File: src/rtl/stack_pkg.sv
// stack_pkg: opcodes, FSM state encoding and default widths shared by the
// scratch-stack controller and its users.
package stack_pkg;
   localparam int DATA_W_DEF = 32;
   localparam int ADDR_W_DEF = 8;
   typedef enum logic [1:0] {
      OP_PUSH    = 2'b00,
      OP_POP     = 2'b01,
      OP_REPLACE = 2'b10,
      OP_SWAP    = 2'b11
   } op_e;
   typedef enum logic [2:0] {
      S_IDLE,
      S_WR,
      S_RD_WAIT,
      S_RD_CAP,
      S_SW_WR
   } state_e;
endpackage

File: src/rtl/stack_ctrl_if.sv
// stack_ctrl_if: command/response, status and scratch-RAM signals of stack_ctrl.
interface stack_ctrl_if #(
   parameter int DATA_W = 32,
   parameter int ADDR_W = 8
);
   logic              cmd_valid;
   logic              cmd_ready;
   logic [1:0]        cmd_op;
   logic [DATA_W-1:0] cmd_data;
   logic              rsp_valid;
   logic [DATA_W-1:0] rsp_data;
   logic [DATA_W-1:0] tos;
   logic [ADDR_W:0]   count;
   logic              err_ovf;
   logic              err_unf;
   logic              err_clr;
   logic [ADDR_W-1:0] ram_addr;
   logic [DATA_W-1:0] ram_wdata;
   logic              ram_wen;
   logic [DATA_W-1:0] ram_rdata;
   modport master (
      output cmd_valid, cmd_op, cmd_data, err_clr, ram_rdata,
      input  cmd_ready, rsp_valid, rsp_data, tos, count, err_ovf, err_unf,
             ram_addr, ram_wdata, ram_wen
   );
   modport slave (
      input  cmd_valid, cmd_op, cmd_data, err_clr, ram_rdata,
      output cmd_ready, rsp_valid, rsp_data, tos, count, err_ovf, err_unf,
             ram_addr, ram_wdata, ram_wen
   );
endinterface

File: src/rtl/stack_ctrl.sv
// stack_ctrl: scratch-stack sequencer; TOS lives in a register, deeper cells
// spill to an external 1-cycle-read RAM.
module stack_ctrl
   import stack_pkg::*;
#(
   parameter int DATA_W = DATA_W_DEF,
   parameter int ADDR_W = ADDR_W_DEF
) (
   input logic         CLK,
   input logic         resetn,
   stack_ctrl_if.slave bus
);
   localparam logic [ADDR_W:0] ONE  = (ADDR_W+1)'(1);
   localparam logic [ADDR_W:0] FULL = (ADDR_W+1)'((1 << ADDR_W) + 1);
   state_e            state_q;
   logic              swap_q, wen_q, rsp_valid_q, err_ovf_q, err_unf_q;
   logic [DATA_W-1:0] tos_q, wdata_q, rsp_data_q;
   logic [ADDR_W:0]   count_q;
   logic [ADDR_W-1:0] addr_q, sp, sp_m1;
   logic              accept, empty, full, deep, ovf_set, unf_set;
   op_e               op;
   assign op      = op_e'(bus.cmd_op);
   assign accept  = bus.cmd_valid && state_q == S_IDLE;
   assign empty   = count_q == '0;
   assign full    = count_q == FULL;
   assign deep    = count_q > ONE;
   assign sp      = ADDR_W'(count_q - ONE);
   assign sp_m1   = ADDR_W'(count_q - 2 * ONE);
   assign ovf_set = accept && op == OP_PUSH && full;
   assign unf_set = accept && ((op == OP_POP && empty) || (op == OP_SWAP && !deep));
   always_ff @(posedge CLK or negedge resetn)
      if (!resetn) begin
         state_q     <= S_IDLE;
         swap_q      <= 1'b0;
         tos_q       <= '0;
         count_q     <= '0;
         addr_q      <= '0;
         wdata_q     <= '0;
         wen_q       <= 1'b0;
         rsp_valid_q <= 1'b0;
         rsp_data_q  <= '0;
         err_ovf_q   <= 1'b0;
         err_unf_q   <= 1'b0;
      end else begin
         wen_q       <= 1'b0;
         rsp_valid_q <= 1'b0;
         err_ovf_q   <= !bus.err_clr && (err_ovf_q || ovf_set);
         err_unf_q   <= !bus.err_clr && (err_unf_q || unf_set);
         case (state_q)
            S_IDLE: if (accept) begin
               swap_q <= op == OP_SWAP;
               case (op)
                  OP_PUSH: if (empty) begin
                     tos_q   <= bus.cmd_data;
                     count_q <= ONE;
                  end else if (!full) begin
                     addr_q  <= sp;
                     wdata_q <= tos_q;
                     wen_q   <= 1'b1;
                     tos_q   <= bus.cmd_data;
                     count_q <= count_q + ONE;
                     state_q <= S_WR;
                  end
                  OP_POP: begin
                     // tos is held at 0 while empty, so this also yields 0 on underflow
                     rsp_valid_q <= 1'b1;
                     rsp_data_q  <= tos_q;
                     if (count_q == ONE) begin
                        tos_q   <= '0;
                        count_q <= '0;
                     end else if (deep) begin
                        addr_q  <= sp_m1;
                        count_q <= count_q - ONE;
                        state_q <= S_RD_WAIT;
                     end
                  end
                  OP_REPLACE: begin
                     tos_q <= bus.cmd_data;
                     if (empty) count_q <= ONE;
                  end
                  OP_SWAP: begin
                     rsp_valid_q <= 1'b1;
                     rsp_data_q  <= tos_q;
                     if (deep) begin
                        addr_q  <= sp_m1;
                        wdata_q <= tos_q;
                        state_q <= S_RD_WAIT;
                     end
                  end
               endcase
            end
            S_WR:      state_q <= S_IDLE;
            S_RD_WAIT: state_q <= S_RD_CAP;
            S_RD_CAP: begin
               // SWAP writes the old TOS (staged in wdata_q) back into the slot just read
               tos_q   <= bus.ram_rdata;
               wen_q   <= swap_q;
               state_q <= swap_q ? S_SW_WR : S_IDLE;
            end
            S_SW_WR:   state_q <= S_IDLE;
            default:   state_q <= S_IDLE;
         endcase
      end
   assign bus.cmd_ready = state_q == S_IDLE;
   assign bus.rsp_valid = rsp_valid_q;
   assign bus.rsp_data  = rsp_data_q;
   assign bus.tos       = tos_q;
   assign bus.count     = count_q;
   assign bus.err_ovf   = err_ovf_q;
   assign bus.err_unf   = err_unf_q;
   assign bus.ram_addr  = addr_q;
   assign bus.ram_wdata = wdata_q;
   assign bus.ram_wen   = wen_q;
endmodule

File: src/flat_wrapper.sv
// flat-port wrapper written by rule: the top's interface ports become plain ports
module stack_ctrl_flat import stack_pkg::*;
#(
   parameter int DATA_W = DATA_W_DEF,
   parameter int ADDR_W = ADDR_W_DEF
)
  (CLK, resetn, bus_cmd_valid, bus_cmd_op, bus_cmd_data, bus_err_clr, bus_ram_rdata, bus_cmd_ready, bus_rsp_valid, bus_rsp_data, bus_tos, bus_count, bus_err_ovf, bus_err_unf, bus_ram_addr, bus_ram_wdata, bus_ram_wen);
  stack_ctrl_if #(.DATA_W(DATA_W), .ADDR_W(ADDR_W)) bus_i ();
  input logic CLK;
  input logic resetn;
  input wire logic [$bits(bus_i.cmd_valid)-1:0] bus_cmd_valid;
  input wire logic [$bits(bus_i.cmd_op)-1:0] bus_cmd_op;
  input wire logic [$bits(bus_i.cmd_data)-1:0] bus_cmd_data;
  input wire logic [$bits(bus_i.err_clr)-1:0] bus_err_clr;
  input wire logic [$bits(bus_i.ram_rdata)-1:0] bus_ram_rdata;
  output wire logic [$bits(bus_i.cmd_ready)-1:0] bus_cmd_ready;
  output wire logic [$bits(bus_i.rsp_valid)-1:0] bus_rsp_valid;
  output wire logic [$bits(bus_i.rsp_data)-1:0] bus_rsp_data;
  output wire logic [$bits(bus_i.tos)-1:0] bus_tos;
  output wire logic [$bits(bus_i.count)-1:0] bus_count;
  output wire logic [$bits(bus_i.err_ovf)-1:0] bus_err_ovf;
  output wire logic [$bits(bus_i.err_unf)-1:0] bus_err_unf;
  output wire logic [$bits(bus_i.ram_addr)-1:0] bus_ram_addr;
  output wire logic [$bits(bus_i.ram_wdata)-1:0] bus_ram_wdata;
  output wire logic [$bits(bus_i.ram_wen)-1:0] bus_ram_wen;
  assign bus_i.cmd_valid = bus_cmd_valid;
  assign bus_i.cmd_op = bus_cmd_op;
  assign bus_i.cmd_data = bus_cmd_data;
  assign bus_i.err_clr = bus_err_clr;
  assign bus_i.ram_rdata = bus_ram_rdata;
  assign bus_cmd_ready = bus_i.cmd_ready;
  assign bus_rsp_valid = bus_i.rsp_valid;
  assign bus_rsp_data = bus_i.rsp_data;
  assign bus_tos = bus_i.tos;
  assign bus_count = bus_i.count;
  assign bus_err_ovf = bus_i.err_ovf;
  assign bus_err_unf = bus_i.err_unf;
  assign bus_ram_addr = bus_i.ram_addr;
  assign bus_ram_wdata = bus_i.ram_wdata;
  assign bus_ram_wen = bus_i.ram_wen;
  stack_ctrl #(.DATA_W(DATA_W), .ADDR_W(ADDR_W)) u_core (.CLK(CLK), .resetn(resetn), .bus(bus_i));
endmodule
File: config.mk
export PLATFORM = sky130hd
export DESIGN_NAME = stack_ctrl_flat
export DESIGN_NICKNAME = d
export VERILOG_FILES = /design/src/rtl/stack_pkg.sv /design/src/rtl/stack_ctrl_if.sv /design/src/rtl/stack_ctrl.sv /design/src/flat_wrapper.sv
export SDC_FILE = /design/constraint.sdc
export NUM_CORES = 1
export LEC_CHECK = 0
export CAP_MARGIN = 5
export CORE_ASPECT_RATIO = 1.2
export CORE_MARGIN = 2
export CORE_UTILIZATION = 33
export CTS_BUF_LIST = sky130_fd_sc_hd__clkbuf_16
export DETAILED_ROUTE_END_ITERATION = 6
export PLACE_DENSITY = 0.65
export SETUP_SLACK_MARGIN = 0.2
export SLEW_MARGIN = 10
export SYNTH_ARGS = -nofsm -noshare
export SYNTH_HDL_FRONTEND = slang
export SYNTH_SLANG_ARGS = --single-unit
File: constraint.sdc
create_clock -name CLK -period 3.2 [get_ports CLK]
set_input_delay 0.48 -clock CLK [delete_from_list [all_inputs] [get_ports CLK]]
set_output_delay 0.48 -clock CLK [all_outputs]
set_load 0.1 [all_outputs]
==> reports/results.ini <==
[status]
run_status=finished, final reports clean

[global_route]
grt_usage=0.171
grt_overflow=0
grt_pass1_wl_mm=25.3
grt_max_degree=57
first_global_vias=4863
grt_antenna_before_repair=0

[sta]
tns_ns=0
finalHoldViolations=0
worst_slack_ns=0.577
clock_skew_ns=0.00667
layout_min_cycle_time_ns=2.62
maxSlewHeadroom=0.337
maxSlewViolCount=0
period_share=0.820
timing.fmax_mhz=381
grt_setup_unrepaired=false
tightest_slew_ns=0.991
setup_viol=0

[yosys]
yosys-top-cells-count=121 x dfrtp_1, 70 x mux2_2, 51 x nand2_1, 40 x o21ai_0, 36 x a21oi_1
synth_top_area_share=0.524
synth.most_common_cell=dfrtp_1
syn_inst=510
synth-edff-count=0
syn_area_mm2=0.00577
synth-seq-cells=121
synth_top_area_cell=dfrtp_1
synth_fp_nets=591
yosys_warnings=0
yosys-top-cells-area=dfrtp_1 52%, mux2_2 14%, nor3b_1 4.3%
synthArstFlopShare=1.00
avgSynthCellArea_um2=11.3
synth_ff_type=dfrtp_1
seq_area_frac_synth=0.524
yosysUniqueCellTypes=56

[placement]
place_ws_ns=0.373
dp_hpwl_mm=11.4
gp_congestion=0.868
port_buffers=187

[setup_path]
cp-end-kind=register
cp-start-kind=register
crit_required_ns=3.49
arrival_ns=2.91
criticalPathCategory=register to register
critPathMaxFanout=10

[die]
core_area_mm2=0.0173
rows=53
die_width_um=125
die_area_mm2=0.0186
ios=188
initial_utilization=0.334
die_h_um=149

[clocking]
post_cts_buffers=0
clockBufferDepth=2
path_clk_slew_ns=0.05
cts_root_buf=clkbuf_16
cts.sinks=121
ctsHoldBuffers=0
ctsResizeCount=0
numCtsBuffers=17
worstSkewPairLatency_ns=0.40
cts_max_level=4
cts_tree=yes

[detailed_routing]
drtIter0Drc=230
antenna_left=0
drc=0
wl_per_cell_um=17.0
viasPerCell=4.99
drtPass1Iterations=4
vias=4655
routed_wl_mm=15.8

[finish]
syn2layout_area_growth_pct=44.8
antennaDiodeCount=0
drive_gt1_frac=0.282
n_fill_cell=1590
layout.nets=781
multi_input_area_mm2=0.00256
regArea_mm2=0.00303

[flow_run]
cap_violations=0

[hold_path]
hp-class=input pin to async pin

flip-flops by register name (all words and copies together), names as in the netlist:
register              flops
u_core.bus.count          9
u_core.bus.tos           32
u_core.bus.rsp_data      32
u_core.bus.ram_wdata     32
u_core.bus.ram_wen        1
u_core.bus.rsp_valid      1
u_core.bus.ram_addr       8
u_core.bus.err_unf        1
u_core.bus.err_ovf        1
u_core.swap_q             1
u_core.state_q            3
path summary, 6_finish.rpt:
path / from / endpoint / cells after the start / slack [ns]
max: u_core.bus.count[2] / u_core.bus.ram_addr[7] / 7 / 0.58
min: resetn / u_core.bus.rsp_data[9] / 1 / 0.08
max reg2reg: u_core.bus.count[2] / u_core.bus.ram_addr[7] / 7 / 0.58
min reg2reg: u_core.bus.ram_wdata[4] / u_core.bus.ram_wdata[4] / 1 / 0.50
max in group asynchronous: resetn / u_core.bus.ram_wdata[13] / 2 / 2.35
min in group CLK: u_core.bus.ram_wdata[4] / u_core.bus.ram_wdata[4] / 1 / 0.50
kinds of logic (layout without fill, tap and decap cells):
| group | Yosys count | in the layout | share of synthesized area |
|---|---|---|---|
| and+or+nand+nor | 127 | 127 | 0.121 |
| AOI/OAI and AO/OA | 123 | 123 | 0.134 |
| adders and majority gates | 11 | 11 | 0.0238 |
| DFF | 121 | 121 | 0.524 |
| muxes | 75 | 75 | 0.147 |
| xor gates and xnor gates | 8 | 8 | 0.0121 |
| buffers and inverters | 45 | 247 | 0.0381 |
layout by cell type, fill, tap and decap left out, types with 4 or more instances in the layout:
cell and count:
buf_4 85, mux2_2 70, a21oi_1 36, a31oi_1 7
nor2_1 11, o21ai_0 40, clkdlybuf4s50_1 119, nand3_1 4
ha_1 10, nand2_1 51, xnor2_1 5, a41oi_1 8
clkbuf_16 17, dfrtp_1 121, inv_1 14, nor3b_1 33
a22oi_1 5
per-stage QoR:
step / utilization / instances / hold slack, ns / cell area [um2]
final: 0.483 / 932 / 0.0807 / 8360
after floorplan: - / 510 / 0.184 / 5780
after detailed placement: 0.450 / 901 / 0.481 / 7790
after global routing: 0.483 / 932 / 0.124 / 8360
after global placement: 0.450 / 901 / 0.473 / 7790
after CTS: 0.483 / 932 / 0.0980 / 8360
routing by layer:
metal | global-route usage | part of all wire | vias up
li1 | - | - | 2207
met5 | 0 | 0 | -
met4 | 0.0601 | 0.017 | 0
met3 | 0.0488 | 0.058 | 19
met1 | 0.205 | 0.42 | 2269
met2 | 0.296 | 0.51 | 160
critical path, stage by stage (launching register included):
cell      delay (ns)
dfrtp_1         0.53
inv_1           0.15
ha_1            0.19
nor3b_1         0.32
nand4_1         0.30
a21o_1          0.30
o211ai_4        0.32
mux2_2          0.38
final cells by class:
class | count | area share
sequential | 121 | 0.362
inverter | 9 | 0.00404
timing repair buffer | 207 | 0.226
clock buffer | 17 | 0.0509
multi-input combinational | 344 | 0.307
tap | 220 | 0.0329
clock inverter | 14 | 0.0172
Power is left out: the tool's default activity adds up to more than one toggle a clock period on the data nets, which glitch-free logic cannot reach.
